`config.mk`:
```
export PLATFORM = sky130hd
export DESIGN_NAME = cache_mem_arbiter
export DESIGN_NICKNAME = d
export VERILOG_FILES = /design/src/rtl/cache_mem_arbiter.sv
export SDC_FILE = /design/constraint.sdc
export NUM_CORES = 1
export LEC_CHECK = 0
export BUFFER_PORTS_ARGS = -buffer_cell sky130_fd_sc_hd__buf_2
export CORE_MARGIN = 3
export CORE_UTILIZATION = 25
export CTS_BUF_LIST = sky130_fd_sc_hd__clkbuf_8 sky130_fd_sc_hd__clkbuf_16
export DETAILED_ROUTE_END_ITERATION = 8
export GPL_TIMING_DRIVEN = 1
export MAX_ROUTING_LAYER = met4
export PLACE_DENSITY = 0.54
export SETUP_SLACK_MARGIN = 0.5
export SLEW_MARGIN = 20
export SYNTH_ARGS = -nofsm -noshare
export SYNTH_HDL_FRONTEND = slang
export SYNTH_SLANG_ARGS = --single-unit
export TNS_END_PERCENT = 10
```
`constraint.sdc`:
```
create_clock -name clk -period 6.9 [get_ports clk]
set_clock_uncertainty 0.2 [all_clocks]
set_input_delay 0.345 -clock clk [delete_from_list [all_inputs] [get_ports clk]]
set_output_delay 0.345 -clock clk [all_outputs]
set_load 0.02 [all_outputs]
```
`src/rtl/cache_mem_arbiter.sv`:
```
// Shares one downstream read/write port between the I-cache and D-cache.
// Reads are round-robin arbitrated; D-cache write-backs go through a one-line buffer.
module cache_mem_arbiter #(
    parameter int ADDR_W = 32,
    parameter int DATA_W = 32,
    parameter int LINE_W = 128,
    parameter int OFS_W  = 4
) (
    input  logic              clk,
    input  logic              rst_n,

    input  logic              ic_rd_req,
    input  logic [2:0]        ic_rd_type,
    input  logic [ADDR_W-1:0] ic_rd_addr,
    output logic              ic_rd_rdy,
    output logic              ic_ret_valid,
    output logic              ic_ret_last,

    input  logic              dc_rd_req,
    input  logic [2:0]        dc_rd_type,
    input  logic [ADDR_W-1:0] dc_rd_addr,
    output logic              dc_rd_rdy,
    output logic              dc_ret_valid,
    output logic              dc_ret_last,

    output logic [DATA_W-1:0] ret_data,

    input  logic              dc_wr_req,
    input  logic [2:0]        dc_wr_type,
    input  logic [ADDR_W-1:0] dc_wr_addr,
    input  logic [3:0]        dc_wr_wstrb,
    input  logic [LINE_W-1:0] dc_wr_data,
    output logic              dc_wr_rdy,

    output logic              mem_rd_req,
    output logic [2:0]        mem_rd_type,
    output logic [ADDR_W-1:0] mem_rd_addr,
    input  logic              mem_rd_rdy,
    input  logic              mem_ret_valid,
    input  logic              mem_ret_last,
    input  logic [DATA_W-1:0] mem_ret_data,

    output logic              mem_wr_req,
    output logic [2:0]        mem_wr_type,
    output logic [ADDR_W-1:0] mem_wr_addr,
    output logic [3:0]        mem_wr_wstrb,
    output logic [LINE_W-1:0] mem_wr_data,
    input  logic              mem_wr_rdy
);

    typedef enum logic [1:0] {
        R_IDLE = 2'd0,
        R_REQ  = 2'd1,
        R_RESP = 2'd2
    } rd_state_t;

    typedef enum logic {
        W_IDLE = 1'b0,
        W_BUSY = 1'b1
    } wr_state_t;

    rd_state_t rd_state;
    rd_state_t rd_next;
    wr_state_t wr_state;
    wr_state_t wr_next;

    logic              gnt_dc;
    logic              rr_dc;
    logic              grant_valid;
    logic              grant_dc;

    logic [ADDR_W-1:0] wbuf_addr;
    logic [2:0]        wbuf_type;
    logic [3:0]        wbuf_wstrb;
    logic [LINE_W-1:0] wbuf_data;

    logic              wr_accept;
    logic              ic_hazard;
    logic              dc_hazard;
    logic              ic_elig;
    logic              dc_elig;

    assign wr_accept = (wr_state == W_IDLE) && dc_wr_req;

    // A line being accepted into the buffer this cycle blocks a same-line read just like a buffered one.
    always_comb begin
        ic_hazard = 1'b0;
        dc_hazard = 1'b0;
        if (wr_state == W_BUSY) begin
            if (ic_rd_addr[ADDR_W-1:OFS_W] == wbuf_addr[ADDR_W-1:OFS_W])
                ic_hazard = 1'b1;
            if (dc_rd_addr[ADDR_W-1:OFS_W] == wbuf_addr[ADDR_W-1:OFS_W])
                dc_hazard = 1'b1;
        end
        if (wr_accept) begin
            if (ic_rd_addr[ADDR_W-1:OFS_W] == dc_wr_addr[ADDR_W-1:OFS_W])
                ic_hazard = 1'b1;
            if (dc_rd_addr[ADDR_W-1:OFS_W] == dc_wr_addr[ADDR_W-1:OFS_W])
                dc_hazard = 1'b1;
        end
    end

    assign ic_elig = ic_rd_req && !ic_hazard;
    assign dc_elig = dc_rd_req && !dc_hazard;

    always_comb begin
        grant_valid = 1'b0;
        grant_dc    = 1'b0;
        if (rd_state == R_IDLE) begin
            if (ic_elig && dc_elig) begin
                grant_valid = 1'b1;
                grant_dc    = rr_dc;
            end else if (dc_elig) begin
                grant_valid = 1'b1;
                grant_dc    = 1'b1;
            end else if (ic_elig) begin
                grant_valid = 1'b1;
                grant_dc    = 1'b0;
            end
        end
    end

    always_ff @(posedge clk or negedge rst_n) begin
        if (!rst_n)
            rd_state <= R_IDLE;
        else
            rd_state <= rd_next;
    end

    always_comb begin
        rd_next      = rd_state;
        mem_rd_req   = 1'b0;
        ic_rd_rdy    = 1'b0;
        dc_rd_rdy    = 1'b0;
        ic_ret_valid = 1'b0;
        ic_ret_last  = 1'b0;
        dc_ret_valid = 1'b0;
        dc_ret_last  = 1'b0;
        ret_data     = '0;
        case (rd_state)
            R_IDLE: begin
                if (grant_valid)
                    rd_next = R_REQ;
            end
            R_REQ: begin
                mem_rd_req = 1'b1;
                if (mem_rd_rdy) begin
                    ic_rd_rdy = !gnt_dc;
                    dc_rd_rdy = gnt_dc;
                    rd_next   = R_RESP;
                end
            end
            R_RESP: begin
                ret_data     = mem_ret_data;
                ic_ret_valid = mem_ret_valid && !gnt_dc;
                ic_ret_last  = mem_ret_valid && mem_ret_last && !gnt_dc;
                dc_ret_valid = mem_ret_valid && gnt_dc;
                dc_ret_last  = mem_ret_valid && mem_ret_last && gnt_dc;
                if (mem_ret_valid && mem_ret_last)
                    rd_next = R_IDLE;
            end
            default: rd_next = R_IDLE;
        endcase
    end

    // After any grant the other client gets priority on the next tie.
    always_ff @(posedge clk or negedge rst_n) begin
        if (!rst_n) begin
            gnt_dc      <= 1'b0;
            rr_dc       <= 1'b1;
            mem_rd_type <= '0;
            mem_rd_addr <= '0;
        end else if (grant_valid) begin
            gnt_dc      <= grant_dc;
            rr_dc       <= !grant_dc;
            mem_rd_type <= grant_dc ? dc_rd_type : ic_rd_type;
            mem_rd_addr <= grant_dc ? dc_rd_addr : ic_rd_addr;
        end
    end

    always_ff @(posedge clk or negedge rst_n) begin
        if (!rst_n)
            wr_state <= W_IDLE;
        else
            wr_state <= wr_next;
    end

    always_comb begin
        wr_next    = wr_state;
        dc_wr_rdy  = 1'b0;
        mem_wr_req = 1'b0;
        case (wr_state)
            W_IDLE: begin
                dc_wr_rdy = 1'b1;
                if (dc_wr_req)
                    wr_next = W_BUSY;
            end
            W_BUSY: begin
                mem_wr_req = 1'b1;
                if (mem_wr_rdy)
                    wr_next = W_IDLE;
            end
            default: wr_next = W_IDLE;
        endcase
    end

    always_ff @(posedge clk or negedge rst_n) begin
        if (!rst_n) begin
            wbuf_addr  <= '0;
            wbuf_type  <= '0;
            wbuf_wstrb <= '0;
            wbuf_data  <= '0;
        end else if (wr_accept) begin
            wbuf_addr  <= dc_wr_addr;
            wbuf_type  <= dc_wr_type;
            wbuf_wstrb <= dc_wr_wstrb;
            wbuf_data  <= dc_wr_data;
        end
    end

    assign mem_wr_type  = wbuf_type;
    assign mem_wr_addr  = wbuf_addr;
    assign mem_wr_wstrb = wbuf_wstrb;
    assign mem_wr_data  = wbuf_data;

endmodule

```
==> flow_summary.ini, run 1 <==
[route]
dr_total_vias = 9198
wl_per_cell_um = 20.41
wl_mm = 41.46
first_pass_iters = 5
drtIter0Drc = 354
ant_nets = 0
drc = 0
vias_per_cell = 4.529

[worst_setup_path]
critPathKind = reg2reg
required_ps = 7160
crit_fanout = 156
end_kind = flop
cp-start-kind = flop
cp.arrival_ps = 4590
r2r_cells = 10

[yosys]
syn_area_per_cell_um2 = 13.23
synth-main-ff-cell = dfrtp_1
synth_edf_count = 0
syn-instance-count = 742
async_reset_ff_share_pct = 100.0
yosys_warnings = 0
syn_nets = 1020
yosysMostFrequentCell = dfrtp_1
ys_ff_latch = 207
synthTopCellsByArea = dfrtp_1 53%, mux2_2 19%, xnor2_1 8.3%
synth_area_um2 = 9818
yosysTopAreaCellShare_pct = 52.50
synth_seq_area_share_pct = 52.77
synth.distinct_cells = 36
synth_top_area_cell = dfrtp_1
ys_top_cells_by_count = 206 x dfrtp_1, 167 x mux2_2, 93 x xnor2_1, 39 x inv_1, 35 x a221o_1

[finish]
area_growth_pct = 65.06
multi_input_area_um2 = 4285
regArea_um2 = 5181
fillers = 3646
drive_gt1_share_pct = 50.20
nets = 1772
final_core_util_pct = 42.42
stdcell_count = 2031

[sta]
rsz0062_at_grt = false
finalCritPeriodShare_pct = 62.72
setup_tns_ps = 0
worstMarginPinSlew_ps = 970.5
fin_ws_ps = 2572
min_period_ps = 4328
hold_viol_final = 0
setup_viol = 0
fmax_ghz = 0.2311
maxSlewHeadroom_pct = 35.30
maxSlewViolCount = 0

[grt]
grt_pass1_vias = 10310
grt_max_degree = 157
grt_pass1_wl_mm = 61.45
overflow = 0
antenna_found_initial = 7
grt.total_usage_pct = 19.70

[placement]
dp.final_hpwl_mm = 30.55
place_ws_ps = 3061
place_inst = 1737
gp_congestion = 0.8111
portBuffers = 520

[floorplanning]
die_x_um = 204.2
die_h_um = 204.2
rows = 71
core_area_um2 = 38200
die-area_um2 = 41690
io-pin-count = 521
start_util_pct = 25.70

[cts]
post_cts_resize_count = 0
path_clk_slew_ps = 70
cts_inserted_buffers = 24
h-tree-depth = 1
clockBufferDepth = 3
cts_tree = built
clk_latency_ps = 530
root_buffer = clkbuf_16
clock-sinks = 207

[pwr]
powerDensity_nw_per_um2 = 330.4
power_leakage_nw = 7.537
ir_drop_mv = 0.1787

[worst_hold_path]
hold_class = in2async

[job]
drv_cap = 0

[outcome]
status = finished clean
[final timing paths]
path	slack [ps]	to	start
setup / recovery	2570	mem_rd_addr[12]	wr_state
hold / removal	200	mem_rd_addr[1]	rst_n
setup reg to reg	2570	mem_rd_addr[12]	wr_state
hold reg to reg	300	mem_wr_wstrb[0]	mem_wr_wstrb[0]
max in group asynchronous	5160	mem_wr_data[30]	rst_n
min in group clk	210	mem_wr_addr[14]	dc_wr_req
[critical path, cell delays in order, from the launching register on]
cell and delay, ps:
dfrtp_1 450, nor2b_4 510, buf_12 680, nand2_1 120, nor4_1 390, a21boi_4 90, buf_4 330, a2111oi_4 380
buf_4 330, a221o_1 200, dlygate4sd3_1 560
[what timing repair did]
action | in CTS | in global routing
endpoints found under the hold margin | 298 | 0
setup buffers | 0 | 0
hold buffers | 242 | 0
setup endpoints to repair | 0 | 0
[per-layer routing]
layer | GRT usage [%] | routed length (um)
met5 | - | 0
met4 | 8.110 | 1841
met3 | 4.173 | 3128
met2 | 35.35 | 21370
met1 | 21.10 | 15120
[cells by family (layout without fill, tap and decap cells)]
| kind of cell | count (synthesis) | after routing | synth area share [%] |
|---|---|---|---|
| flip-flops | 207 | 207 | 52.77 |
| multiplexers | 167 | 167 | 19.15 |
| XOR/XNOR | 112 | 112 | 9.991 |
| AND/OR/NAND/NOR | 88 | 88 | 5.454 |
| AO/OA/AOI/OAI | 84 | 84 | 8.615 |
| buffers and inverters | 84 | 854 | 4.014 |
| other | 0 | 8 | 0 |
[power breakdown]
group / leakage (nW) / total (W) / switching (W) / internal (W)
sequential: 2.45 / 0.00177 / 0.000224 / 0.00155
combinational: 4.68 / 0.00230 / 0.00128 / 0.00102
clock: 0.405 / 0.00129 / 0.000526 / 0.000759
[through the flow]
step | total power, W | instance area [um^2] | hold slack (ps)
2_1_floorplan | 0.003001 | 9818 | -150.6
3_3_place_gp | 0.003788 | 12960 | 214.9
3_5_place_dp | 0.003812 | 12960 | 210.5
4_1_cts | 0.005403 | 16190 | 180.3
5_1_grt | 0.005642 | 16200 | 192.2
6_report | 0.005354 | 16210 | 203.7
[flip-flops by register name, summed over array words and instances, names as in the netlist]
signal	cells
mem_wr_addr	32
rr_dc	1
mem_wr_data	128
mem_wr_wstrb	4
mem_rd_addr	32
mem_rd_type	3
wr_state	1
gnt_dc	1
mem_wr_type	3
rd_state	2
[cells in the final DEF, fill, tap and decap left out, drive strengths merged, types with 10 or more instances in the layout]
master | netlist | routed
buf | 18 | 529
clkbuf | 27 | 31
and2 | 33 | 33
xor2 | 19 | 19
xnor2 | 93 | 93
nand4 | 21 | 21
mux2 | 167 | 167
a221oi | 35 | 35
a221o | 35 | 35
dlygate4sd3 | 0 | 242
nor4 | 10 | 10
inv | 39 | 42
dfrtp | 206 | 206
[cell type report]
cell class	instances	share of cell area [%]
clock buffer	31	4.370
sequential	207	31.97
multi-input combinational	451	26.44
antenna	8	0.1235
tap	511	3.945
inverter	39	0.9033
timing repair buffer	771	31.64
clock inverter	13	0.6022
Note: power is estimated with default switching activity, not from simulation.
==> run 2, diff against run 1 <==
--- a/config.mk
+++ b/config.mk
@@ -12,7 +12,7 @@
 export DETAILED_ROUTE_END_ITERATION = 8
 export GPL_TIMING_DRIVEN = 1
 export MAX_ROUTING_LAYER = met4
-export PLACE_DENSITY = 0.54
+export PLACE_DENSITY = 0.55
 export SETUP_SLACK_MARGIN = 0.5
 export SLEW_MARGIN = 20
 export SYNTH_ARGS = -nofsm -noshare
==> constraint.sdc (replaced) <==
create_clock -name clk -period 3.7 [get_ports clk]
set_clock_uncertainty 0.2 [all_clocks]
set_input_delay 0.185 -clock clk [delete_from_list [all_inputs] [get_ports clk]]
set_output_delay 0.185 -clock clk [all_outputs]
set_load 0.02 [all_outputs]
==> run 2 against run 1 <==
Combinational power rose by 73%. Clock power up 94%. Global-route usage increased by 0.28 points. Worst hold slack lost 100 ps. Non-clock buffer count increased by 2. Sequential cell count is the same. First-iteration DRC count up 4.0%. Die area unchanged. Sequential share of layout area is 0.064 points lower. Register-to-register slack got worse by 1800 ps. Count of clock-buffer cells in the layout fell by 1. Sequential power rose by 86%. Largest cell class unchanged. Largest power group unchanged.
==> flow_summary.ini, run 2 (same netlist as run 1, synthesis figures left out) <==
[outcome]
status = finished clean

[floorplanning]
start_util_pct = 25.70
core_area_um2 = 38200
die_h_um = 204.2
io-pin-count = 521
die_x_um = 204.2
die-area_um2 = 41690
rows = 71

[worst_setup_path]
crit_fanout = 38
cp.arrival_ps = 3290
crit_slowest_cell = o41a_2
regToRegStartpoint = mem_wr_addr[30]
end_kind = flop
path_cells = dlygate4sd3_1 -> buf_2 -> xor2_1 -> nor4_1 -> nand4_1 -> o41a_2 -> a221oi_1 -> a221o_1
cp_top_family = compound AO/OA/AOI/OAI gates
crit_buf_inv = 2
max_stage_delay_ps = 780
r2r_cells = 7
required_ps = 3980
crit_cells = 8
cp-start-kind = input pin
critPathKind = in2reg
crit_start = dc_rd_addr[17]

[route]
first_pass_iters = 7
wl_per_cell_um = 20.78
ant_nets = 0
drc = 0
drtIter0Drc = 368
dr_total_vias = 9232
vias_per_cell = 4.552
wl_mm = 42.14

[finish]
final_core_util_pct = 42.51
final_common_cell = buf_2
area_growth_pct = 65.39
drive_gt1_share_pct = 49.93
stdcell_count = 2028
largest_reg_flops = 128
nets = 1775
fillers = 3611
multi_input_area_um2 = 4285
layout_common_cells = 519 x buf_2, 243 x dlygate4sd3_1, 206 x dfrtp_1
regArea_um2 = 5181

[placement]
portBuffers = 520
place_inst = 1738
gp_congestion = 0.8459
dp.final_hpwl_mm = 31.17

[grt]
grt_pass1_wl_mm = 61.61
overflow = 0
antenna_found_initial = 3
grt.total_usage_pct = 19.98
grt_pass1_vias = 10030
grt_max_degree = 155

[worst_hold_path]
hold_class = in2async

[cts]
cts_inserted_buffers = 25
root_buffer = clkbuf_16
cts_tree = built
clockBufferDepth = 3
path_clk_slew_ps = 60
post_cts_resize_count = 0
h-tree-depth = 1
hold_buffers = 243
clk_latency_ps = 550
clock-sinks = 207
post_cts_buffers = 0

[pwr]
power_leakage_nw = 7.541
powerDensity_nw_per_um2 = 602.7
ir_drop_mv = 0.3759

[sta]
setup_viol = 0
finalCritPeriodShare_pct = 81.32
hold_viol_final = 0
rsz0062_at_grt = false
maxSlewHeadroom_pct = 22.41
maxSlewViolCount = 0
min_period_ps = 3009
setup_tns_ps = 0
worstMarginPinSlew_ps = 1164
fmax_ghz = 0.3323

[job]
drv_cap = 0
run 2: area by class of cell:
type,count,share of cell area (%)
sequential,207,31.91
clock buffer,30,4.276
tap,511,3.937
antenna,1,0.01541
multi-input combinational,451,26.39
clock inverter,16,0.8861
timing repair buffer,773,31.68
inverter,39,0.9015
run 2: metal layers:
metal | GRT usage, % | routed length [um] | vias up
met1 | 20.44 | 14760 | 4466
met5 | - | 0 | -
met4 | 8.331 | 2096 | 0
met3 | 5.526 | 3595 | 92
met2 | 35.97 | 21690 | 477
li1 | - | - | 4197
run 2: worst register-to-register path, stage by stage (launching register included):
cell and delay, ps:
dfrtp_1 430, xnor2_1 350, nand4_1 150, nor4_1 570
a21oi_4 330, buf_4 320, a221oi_1 330, a221o_1 150
run 2: power by group:
part | internal, W | switching, W | leakage, nW
Sequential | 0.00288 | 0.000417 | 2.45
Clock | 0.00148 | 0.00102 | 0.437
Combinational | 0.00163 | 0.00235 | 4.66
run 2: path summary, 6_finish.rpt:
| kind | endpoint | slack [ps] |
|---|---|---|
| worst max-delay path | mem_rd_addr[26] | 690 |
| worst min-delay path | mem_rd_addr[0] | 100 |
| worst max register to register | mem_rd_addr[4] | 810 |
| worst min register to register | mem_wr_data[30] | 300 |
| max in group asynchronous | rr_dc | 2230 |
| min in group clk | mem_wr_addr[27] | 180 |
run 2: through the flow:
stage | setup slack, ps | hold slack [ps] | area [um^2] | total power [W]
5_1_grt | 656.6 | 180.2 | 16240 | 0.01031
6_report | 691.0 | 103.4 | 16240 | 0.009786
3_3_place_gp | 783.5 | 124.8 | 12960 | 0.007088
4_1_cts | 769.7 | 119.9 | 16240 | 0.009906
3_5_place_dp | 763.6 | 124.7 | 12960 | 0.007124
2_1_floorplan | 1348 | -310.6 | 9818 | 0.005596
==> run 3, diff against run 2 <==
--- a/config.mk
+++ b/config.mk
@@ -5,6 +5,7 @@
 export SDC_FILE = /design/constraint.sdc
 export NUM_CORES = 1
 export LEC_CHECK = 0
+export ABC_AREA = 1
 export BUFFER_PORTS_ARGS = -buffer_cell sky130_fd_sc_hd__buf_2
 export CORE_MARGIN = 3
 export CORE_UTILIZATION = 25
@@ -12,7 +13,7 @@
 export DETAILED_ROUTE_END_ITERATION = 8
 export GPL_TIMING_DRIVEN = 1
 export MAX_ROUTING_LAYER = met4
-export PLACE_DENSITY = 0.55
+export PLACE_DENSITY = 0.54
 export SETUP_SLACK_MARGIN = 0.5
 export SLEW_MARGIN = 20
 export SYNTH_ARGS = -nofsm -noshare
==> constraint.sdc (replaced) <==
create_clock -name clk -period 2.72 [get_ports clk]
set_clock_uncertainty 0.2 [all_clocks]
set_input_delay 0.136 -clock clk [delete_from_list [all_inputs] [get_ports clk]]
set_output_delay 0.136 -clock clk [all_outputs]
set_load 0.02 [all_outputs]
==> run 3 against run 2 <==
Cell count rose by 39%. Highest routed layer unchanged. Largest power group unchanged. Register-to-register slack got worse by 350 ps. First-iteration DRC count rose by 140%. Clock power rose by 65%. Worst hold slack got worse by 0.91 ps. Via count rose by 38%. Design area rose by 9.9%. Combinational power rose by 51%. Count of clock-buffer cells in the layout rose by 4. Sequential power rose by 34%. Die area rose by 7.9%. Non-clock buffer count rose by 26.
==> flow_summary.ini, run 3 <==
[yosys]
synth_seq_area_share_pct = 48.79
synth.distinct_cells = 34
synth_edf_count = 0
ys_top_cells_by_count = 723 x nand2_1, 206 x dfrtp_1, 178 x inv_1, 103 x nand3_1, 84 x nor2_1
synth_mux_area_share_pct = 0
yosys.area_share.simple_pct = 36.81
async_reset_ff_share_pct = 100.0
yosysMostFrequentCell = nand2_1
yosysTopAreaCellShare_pct = 48.54
synthXorXnorAreaFrac_pct = 2.309
synth_area_um2 = 10620
synth-main-ff-cell = dfrtp_1
synthAdderAreaFrac_pct = 0
synth_top_area_cell = dfrtp_1
syn_nets = 1770
synth-compound-area-share_pct = 2.828
synthTopCellsByArea = dfrtp_1 49%, nand2_1 26%, inv_1 6.3%
synth_top_family_by_area = simple AND/OR/NAND/NOR gates
yosys_warnings = 0
syn-instance-count = 1492
syn_area_per_cell_um2 = 7.117
ys_ff_latch = 207

[worst_setup_path]
cp-start-kind = flop
cpMostUsedCell = nand2_1
path_cells = nor2_4 -> o21ai_2 -> nor2_1 -> nand2_1 -> nor2_2 -> nand2_2 -> nand4_4 -> buf_12 -> nand2_8 -> nand3_1 -> nand2_1
crit_slowest_cell = dfrtp_2
max_stage_delay_ps = 450
cp.arrival_ps = 2510
crit_fanout = 9
cp_top_family = simple AND/OR/NAND/NOR gates
required_ps = 2970
crit_buf_inv = 1
regToRegStartpoint = wr_state
r2r_end = mem_rd_addr[7]
r2r_cells = 11
reg2reg_slack_ps = 460
critPathKind = reg2reg
end_kind = flop

[grt]
grt_pass1_vias = 12790
grt_max_degree = 97
overflow = 0
grt.total_usage_pct = 21.73
antenna_found_initial = 1
grt_pass1_wl_mm = 73.73

[sta]
worstMarginPinSlew_ps = 661.9
maxSlewViolCount = 0
setup_tns_ps = 0
fmax_ghz = 0.4428
hold_viol_final = 0
maxSlewHeadroom_pct = 55.87
min_period_ps = 2259
rsz0062_at_grt = true
finalCritPeriodShare_pct = 83.04
setup_viol = 0

[cts]
path_clk_slew_ps = 60
root_buffer = clkbuf_16
clock-sinks = 207
clockBufferDepth = 3
h-tree-depth = 1
cts_inserted_buffers = 27
cts_tree = built
clk_latency_ps = 570

[floorplanning]
die_h_um = 212.1
die-area_um2 = 44980
io-pin-count = 521
core_area_um2 = 41390
start_util_pct = 25.66
rows = 74
die_x_um = 212.1

[worst_hold_path]
min_delay_worst_endpoint = mem_wr_data[18]
worstHoldStart = dc_wr_data[18]
hold_depth = 4
hold_class = in2reg

[placement]
dpl_cell_area_um2 = 13820
gp_congestion = 0.9247
portBuffers = 520
dp.final_hpwl_mm = 35.13

[finish]
layout_common_cells = 717 x nand2_1, 519 x buf_2, 244 x dlygate4sd3_1
drive_gt1_share_pct = 28.96
final_common_cell = nand2_1
nets = 2543
fin_area_um2 = 17840
largest_reg_flops = 128
area_growth_pct = 67.99

[route]
drc = 0
wl_mm = 52.41
first_pass_iters = 5
ant_nets = 0
vias_per_cell = 4.511
wl_per_cell_um = 18.59
drtIter0Drc = 876
dr_total_vias = 12720

[job]
drv_cap = 0

[pwr]
total_power_w = 0.01459
power_leakage_nw = 10.06
ir_drop_mv = 0.5388
powerDensity_nw_per_um2 = 817.8

[outcome]
status = finished clean
[run 3: changes by cell type in the layout (fill, tap and decap cells not counted), moves of 10 or more]
cell      change
and2_1       -33
nand3_2      +18
a221oi_1     -25
buf_12       +10
inv_1       +132
xnor2_1      -74
o21ai_0      +44
a221oi_2     -10
mux2_2      -167
nor2_1       +76
nand3_1      +91
nand2_1     +710
a221o_1      -35
xor2_1       -11
[run 3: metal layers]
layer,vias to the layer above,global-route usage (%),part of all wire [%]
met3,140,4.191,7.1
met4,0,8.776,5.5
li1,6049,-,-
met1,5898,25.05,39
met2,630,37.24,49
met5,-,-,0
[run 3: cells by family (layout without fill, tap and decap cells)]
| group | count (synthesis) | in the layout |
|---|---|---|
| and+or+nand+nor | 955 | 958 |
| buffers and inverters | 245 | 1036 |
| DFF | 207 | 207 |
| AOI/OAI and AO/OA | 57 | 57 |
| xor gates and xnor gates | 28 | 28 |
| other | 0 | 1 |
[run 3: metrics by stage]
stage,cells,setup slack (ps),utilization (%),hold WS (ps)
after global routing,2819,405.5,43.10,105.8
after global placement,2500,143.2,33.40,-32.56
after CTS,2807,500.2,42.28,69.47
after detailed placement,2500,142.9,33.40,-27.56
final,2819,461.4,43.10,102.4
after floorplan,1492,713.3,-,-359.6
[run 3: worst min-delay path, cell delays in order]
cell	delay [ps]
dlygate4sd3_1	520
buf_2	90
nand2_1	40
nand2_1	50
[run 3: where the power goes]
group,switching (W),total [W],leakage [nW],internal (W)
sequential,0.000526,0.00443,2.53,0.00390
combinational,0.00390,0.00604,7.01,0.00214
clock,0.00153,0.00412,0.513,0.00258
[run 3: how the worst max path moves through the flow]
stage / cells past startpoint / start / end / slack [ps]
5_1_grt: 14 / wr_state / mem_rd_addr[5] / 410
6_report: 11 / wr_state / mem_rd_addr[7] / 460
3_3_place_gp: 6 / wr_state / mem_wr_addr[16] / 140
2_1_floorplan: 13 / wr_state / mem_rd_addr[15] / 710
4_1_cts: 14 / wr_state / mem_rd_type[2] / 500
3_5_place_dp: 6 / wr_state / mem_wr_addr[16] / 140
[run 3: layout make-up]
class / count / area, um^2
well taps: 532 / 665.6
clock inverters: 16 / 255.2
fillers: 4159 / 23550
diodes: 1 / 2.502
clock buffers: 34 / 772.0
inverters: 187 / 705.7
flip-flops and latches: 207 / 5186
repair buffers: 799 / 5637
multi-input cells: 1043 / 4614
[run 3: what timing repair did]
action / 4_1_cts / 5_1_grt
pin swaps: 5 / 16
endpoints found under the hold margin: 412 / 0
hold buffers: 244 / 0
resized for setup: 14 / 36
cloned: 2 / 9
setup endpoints to repair: 217 / 165
setup buffers: 11 / 2
